<file path="src/rtl/regfile_write_arbiter_if.sv">
// regfile_write_arbiter_if: ALU/load writeback requests and register-file write port bundle
interface regfile_write_arbiter_if #(
  parameter int DATA_WIDTH = 64,
  parameter int ADDR_WIDTH = 5
);
  logic                  alu_valid;
  logic [ADDR_WIDTH-1:0] alu_rd;
  logic [DATA_WIDTH-1:0] alu_data;
  logic                  alu_ready;
  logic                  mem_valid;
  logic [ADDR_WIDTH-1:0] mem_rd;
  logic [DATA_WIDTH-1:0] mem_data;
  logic                  mem_ready;
  logic                  reg_write;
  logic [ADDR_WIDTH-1:0] rd_address;
  logic [DATA_WIDTH-1:0] write_data;
  logic [15:0]           conflict_count;

  modport master (
    output alu_valid, alu_rd, alu_data, mem_valid, mem_rd, mem_data,
    input  alu_ready, mem_ready, reg_write, rd_address, write_data, conflict_count
  );

  modport slave (
    input  alu_valid, alu_rd, alu_data, mem_valid, mem_rd, mem_data,
    output alu_ready, mem_ready, reg_write, rd_address, write_data, conflict_count
  );
endinterface

</file>
<file path="src/rtl/regfile_write_arbiter.sv">
// regfile_write_arbiter: two-requester writeback arbiter feeding one register-file write port.
// Optional feature macro WB_ROUND_ROBIN_EN: round-robin contention resolution
// (default build: load unit always wins contention, no round-robin state).
module regfile_write_arbiter #(
  parameter int DATA_WIDTH = 64,
  parameter int ADDR_WIDTH = 5
) (
  input logic                    clock,
  input logic                    reset,
  regfile_write_arbiter_if.slave bus
);
  logic                  w_both;
  logic                  w_alu_grant;
  logic                  w_mem_grant;
  logic                  w_write;
  logic                  r_reg_write;
  logic [ADDR_WIDTH-1:0] r_rd_address;
  logic [DATA_WIDTH-1:0] r_write_data;
  logic [15:0]           r_conflict_count;

  assign w_both = bus.alu_valid & bus.mem_valid;

`ifdef WB_ROUND_ROBIN_EN
  logic r_rr_alu;

  // ALU wins contention when the pointer favours it; a lone requester always wins
  assign w_alu_grant = !reset & bus.alu_valid & (!bus.mem_valid | r_rr_alu);

  // pointer flips only on contended cycles so the loser wins the next contention
  always_ff @(posedge clock or posedge reset) begin
    if (reset) r_rr_alu <= 1'b1;
    else if (w_both) r_rr_alu <= !r_rr_alu;
  end
`else
  // load unit has fixed priority; ALU is granted only when uncontended
  assign w_alu_grant = !reset & bus.alu_valid & !bus.mem_valid;
`endif

  assign w_mem_grant   = !reset & bus.mem_valid & !w_alu_grant;
  assign w_write       = (w_alu_grant & (bus.alu_rd != '0)) | (w_mem_grant & (bus.mem_rd != '0));
  assign bus.alu_ready = w_alu_grant;
  assign bus.mem_ready = w_mem_grant;

  // register the granted request; writes to x0 are handshaken but suppressed
  always_ff @(posedge clock or posedge reset) begin
    if (reset) begin
      r_reg_write  <= 1'b0;
      r_rd_address <= '0;
      r_write_data <= '0;
    end else begin
      r_reg_write <= w_write;
      if (w_alu_grant) begin
        r_rd_address <= bus.alu_rd;
        r_write_data <= bus.alu_data;
      end else if (w_mem_grant) begin
        r_rd_address <= bus.mem_rd;
        r_write_data <= bus.mem_data;
      end
    end
  end

  // saturating count of cycles with both requesters valid
  always_ff @(posedge clock or posedge reset) begin
    if (reset) r_conflict_count <= '0;
    else if (w_both && r_conflict_count != 16'hFFFF) r_conflict_count <= r_conflict_count + 16'd1;
  end

  assign bus.reg_write      = r_reg_write;
  assign bus.rd_address     = r_rd_address;
  assign bus.write_data     = r_write_data;
  assign bus.conflict_count = r_conflict_count;
endmodule

</file>
<file path="src/flat_wrapper.sv">
// flat-port wrapper written by rule: the top's interface ports become plain ports
module regfile_write_arbiter_flat 
#(
  parameter int DATA_WIDTH = 64,
  parameter int ADDR_WIDTH = 5
)
  (clock, reset, bus_alu_valid, bus_alu_rd, bus_alu_data, bus_mem_valid, bus_mem_rd, bus_mem_data, bus_alu_ready, bus_mem_ready, bus_reg_write, bus_rd_address, bus_write_data, bus_conflict_count);
  regfile_write_arbiter_if #(.DATA_WIDTH(DATA_WIDTH), .ADDR_WIDTH(ADDR_WIDTH)) bus_i ();
  input logic clock;
  input logic reset;
  input wire logic [$bits(bus_i.alu_valid)-1:0] bus_alu_valid;
  input wire logic [$bits(bus_i.alu_rd)-1:0] bus_alu_rd;
  input wire logic [$bits(bus_i.alu_data)-1:0] bus_alu_data;
  input wire logic [$bits(bus_i.mem_valid)-1:0] bus_mem_valid;
  input wire logic [$bits(bus_i.mem_rd)-1:0] bus_mem_rd;
  input wire logic [$bits(bus_i.mem_data)-1:0] bus_mem_data;
  output wire logic [$bits(bus_i.alu_ready)-1:0] bus_alu_ready;
  output wire logic [$bits(bus_i.mem_ready)-1:0] bus_mem_ready;
  output wire logic [$bits(bus_i.reg_write)-1:0] bus_reg_write;
  output wire logic [$bits(bus_i.rd_address)-1:0] bus_rd_address;
  output wire logic [$bits(bus_i.write_data)-1:0] bus_write_data;
  output wire logic [$bits(bus_i.conflict_count)-1:0] bus_conflict_count;
  assign bus_i.alu_valid = bus_alu_valid;
  assign bus_i.alu_rd = bus_alu_rd;
  assign bus_i.alu_data = bus_alu_data;
  assign bus_i.mem_valid = bus_mem_valid;
  assign bus_i.mem_rd = bus_mem_rd;
  assign bus_i.mem_data = bus_mem_data;
  assign bus_alu_ready = bus_i.alu_ready;
  assign bus_mem_ready = bus_i.mem_ready;
  assign bus_reg_write = bus_i.reg_write;
  assign bus_rd_address = bus_i.rd_address;
  assign bus_write_data = bus_i.write_data;
  assign bus_conflict_count = bus_i.conflict_count;
  regfile_write_arbiter #(.DATA_WIDTH(DATA_WIDTH), .ADDR_WIDTH(ADDR_WIDTH)) u_core (.clock(clock), .reset(reset), .bus(bus_i));
endmodule
</file>
<file path="config.mk">
export PLATFORM = sky130hd
export DESIGN_NAME = regfile_write_arbiter_flat
export DESIGN_NICKNAME = d
export VERILOG_FILES = /design/src/rtl/regfile_write_arbiter_if.sv /design/src/rtl/regfile_write_arbiter.sv /design/src/flat_wrapper.sv
export SDC_FILE = /design/constraint.sdc
export NUM_CORES = 1
export LEC_CHECK = 0
export CELL_PAD_IN_SITES_DETAIL_PLACEMENT = 2
export CELL_PAD_IN_SITES_GLOBAL_PLACEMENT = 2
export CORE_UTILIZATION = 22
export DETAILED_ROUTE_END_ITERATION = 10
export PLACE_DENSITY_LB_ADDON = 0.1
export SYNTH_ARGS = -nofsm -noshare
export SYNTH_HDL_FRONTEND = slang
export SYNTH_SLANG_ARGS = --single-unit
</file>
<file path="constraint.sdc">
create_clock -name clock -period 8 [get_ports clock]
set_input_delay 0.8 -clock clock [delete_from_list [all_inputs] [get_ports clock]]
set_output_delay 0.8 -clock clock [all_outputs]
set_load 0.05 [all_outputs]
</file>
==> reports/summary.txt <==
outcome -> finished, final reports clean
CP endpoint kind -> output pin
first-pass GRT wire length -> 22900 um
vias per inst -> 4.59
core area -> 17300 sq um
Internal -> 1.01 mW
Final Hold Violating Endpoints -> 0
PnR worst setup slack -> 4.43 ns
critical path arrival -> 2.77 ns
Critical Path Fanout Max -> 71
XOR/XNOR Fraction of Synth Area -> 0.0315
Yosys top cell area share -> 0.554
FP Rows -> 48
switching power -> 554 uW
post-synthesis mux area share -> 0.00386
gr ovfl total -> 0
RSZ-0062 raised after global routing -> no
CTS tree -> yes
Max-Cap Viols -> 0
ranking of synthesized cells by area -> dfrtp_1 (55%), a22oi_1 (13%), o21ai_0 (9.1%), nand2_1 (7.5%), clkbuf_1 (2.3%)
I/O pins -> 230
mapped cell area -> 3890 sq um
largest net degree at the start of global routing -> 76
Sequential Power Share -> 0.349
Hold Buf Count CTS -> 0
fin crit period -> 3.57 ns
CTS Sinks -> 86
Routed WL per cell -> 17.5 um
vias in the first global route -> 4235
Reg-to-Reg End -> u_core.bus.conflict_count[1]
Reg2Reg Depth -> 5
Final GP Congestion -> 0.727
Reg clk slew, reported paths -> 0.06 ns
design area -> 6730 sq um
setup slack, reg-to-reg -> 6.17 ns
PwrDens -> 232 nW/um^2
clock power share -> 0.311
CP Class -> in -> out
1st-pass router iterations -> 4
HPWL Detailed -> 10700 um
Resized cells post-CTS -> 0
period utilization -> 0.446
count of cell types in the netlist -> 32
ANT cells -> 0
largest family of logic cells by synthesized area -> compound AO/OA/AOI/OAI gates
number of I/O port buffers -> 229
postcts setup bufs -> 0
max incr delay on CP -> 0.71 ns
commonest cells in the netlist -> dfrtp_1 (86), nand2_1 (78), o21ai_0 (71)
R2R Path Start -> u_core.bus.conflict_count[0]
Post-synth EDFFs -> 0
Comb pwr share -> 0.340
worst-case clock buffer depth -> 2
Seq/Total Area, Yosys -> 0.554
Synth Area in Compound Gates -> 0.231
synthesized netlist cell count -> 390
# setup viols final -> 0
DR vias -> 3832
die area -> 18200 sq um
number of DRC markers in iteration 0 -> 129
hold path depth -> 2
P_leak -> 2.71 nW
die width -> 135 um
Total GRT Usage -> 0.166
top-count cell post-synth -> dfrtp_1
worst slew pin tran -> 0.829 ns
Post-synth ARST share -> 1.00
Switching Share -> 0.355
CP cell instances -> buf_2 -> buf_4 -> inv_4 -> and2_1 -> clkdlybuf4s50_1
post-layout util -> 0.389
pre-CTS WS -> 4.36 ns
cell taking the most area after synthesis -> dfrtp_1
slew margin rel. -> 0.448
Layout area overhead -> 73.1%
CTS Buf Count -> 9
nets -> 748
latest clock arrival within the worst-skew pair -> 0.34 ns
layout cells sized above 1 -> 0.0558
setup TNS -> 0 ns
CP max stage cell -> clkdlybuf4s50_1
Mean Syn Cell Area -> 9.97 sq um
maximum clock frequency -> 281 MHz
DP Area -> 6380 sq um
Critical Path Start -> reset
Layout Skew -> 0.00437 ns
Synth Area in Adders -> 0.00322
DRC -> 0
Final ANT Viol Nets -> 0
Routed Wire Length -> 14600 um
Hold WC Path Type -> reg -> reg
Root Buffer -> clkbuf_16
worst hold slack -> 0.477 ns
simple-gate share of the synthesized area -> 0.144
Syn Nets -> 533
most common flop cell mapped by yosys -> dfrtp_1
register bit total from synthesis -> 86
Initial Util -> 0.225
end of the critical path -> bus_alu_ready
peak supply drop -> 104 uV
critical path required time -> 7.20 ns
H-tree levels -> 3
yosys warns -> 0
Critical Path Source Type -> input pin
max-slew violations -> 0
antenna violations before repair -> 0
Die Height -> 135 um
[routing by layer]
metal  vias to the layer above  wire length (um)  GRT usage
met5                         -                 0          0
met4                         0               174     0.0562
met3                        10              1360     0.0589
met2                       133              7310      0.287
met1                      1845              5780      0.189
li1                       1844                 -          -
[metrics by stage]
stage	cells	total power, mW
2_1_floorplan	390	0.844
4_1_cts	834	1.59
5_1_grt	834	1.64
3_5_place_dp	819	1.09
6_report	834	1.56
3_3_place_gp	819	1.08
[worst max-delay path, delay by kind of cell]
kind          cells  cell delay, ns
buf+inv           4            1.68
simple gates      1            0.28
[how the worst min path moves through the flow]
stage | from | endpoint | slack, ns
5_1_grt | u_core.bus.rd_address[3] | u_core.bus.rd_address[3] | 0.51
2_1_floorplan | u_core.bus.write_data[1] | u_core.bus.write_data[1] | 0.76
3_3_place_gp | u_core.bus.write_data[44] | u_core.bus.write_data[44] | 0.46
4_1_cts | u_core.bus.write_data[35] | u_core.bus.write_data[35] | 0.48
3_5_place_dp | u_core.bus.write_data[9] | u_core.bus.write_data[9] | 0.47
6_report | u_core.bus.write_data[35] | u_core.bus.write_data[35] | 0.48
[kinds of logic after synthesis]
family,count (synthesis)
AOI/OAI and AO/OA,144
adders and majority gates,1
DFF,86
muxes,1
buffers and inverters,31
xor gates and xnor gates,14
and+or+nand+nor,113
[flip-flops by register name, summed over array words and instances, names as in the netlist]
register,cells
u_core.bus.write_data,64
u_core.bus.rd_address,5
u_core.bus.reg_write,1
u_core.bus.conflict_count,16
[layout by cell type (no fill, tap or decap), types with 2 or more instances in the layout]
cell type and count:
a21oi_1 2, a22oi_1 69, and2_1 2, and3_1 2
buf_2 2, buf_4 5, bufinv_16 3, clkbuf_16 9
clkdlybuf4s50_1 227, clkinv_4 2, dfrtp_1 86, nand2_1 78
nand3_1 2, nand4_1 6, nand4_2 2, nor2_1 3
nor3_1 5, nor3b_1 2, o21ai_0 71, or4_1 2
xnor2_1 7, xor2_1 7
[power groups by stage]
stage | clock network [mW] | logic [mW] | registers [mW]
after detailed placement | 0 | 0.537 | 0.552
after CTS | 0.507 | 0.540 | 0.546
after floorplan | 0 | 0.0979 | 0.746
final | 0.485 | 0.530 | 0.544
after global routing | 0.520 | 0.563 | 0.553
after global placement | 0 | 0.531 | 0.549
[final cells by class]
type / instances / area, sq um
Timing Repair Buffer: 234 / 2320
Inverter: 1 / 6.26
Tap cell: 225 / 282
Clock inverter: 5 / 108
Clock buffer: 10 / 239
Fill cell: 1828 / 10600
Sequential cell: 86 / 2150
Multi-Input combinational cell: 273 / 1620
(Power assumes the default switching activity.)
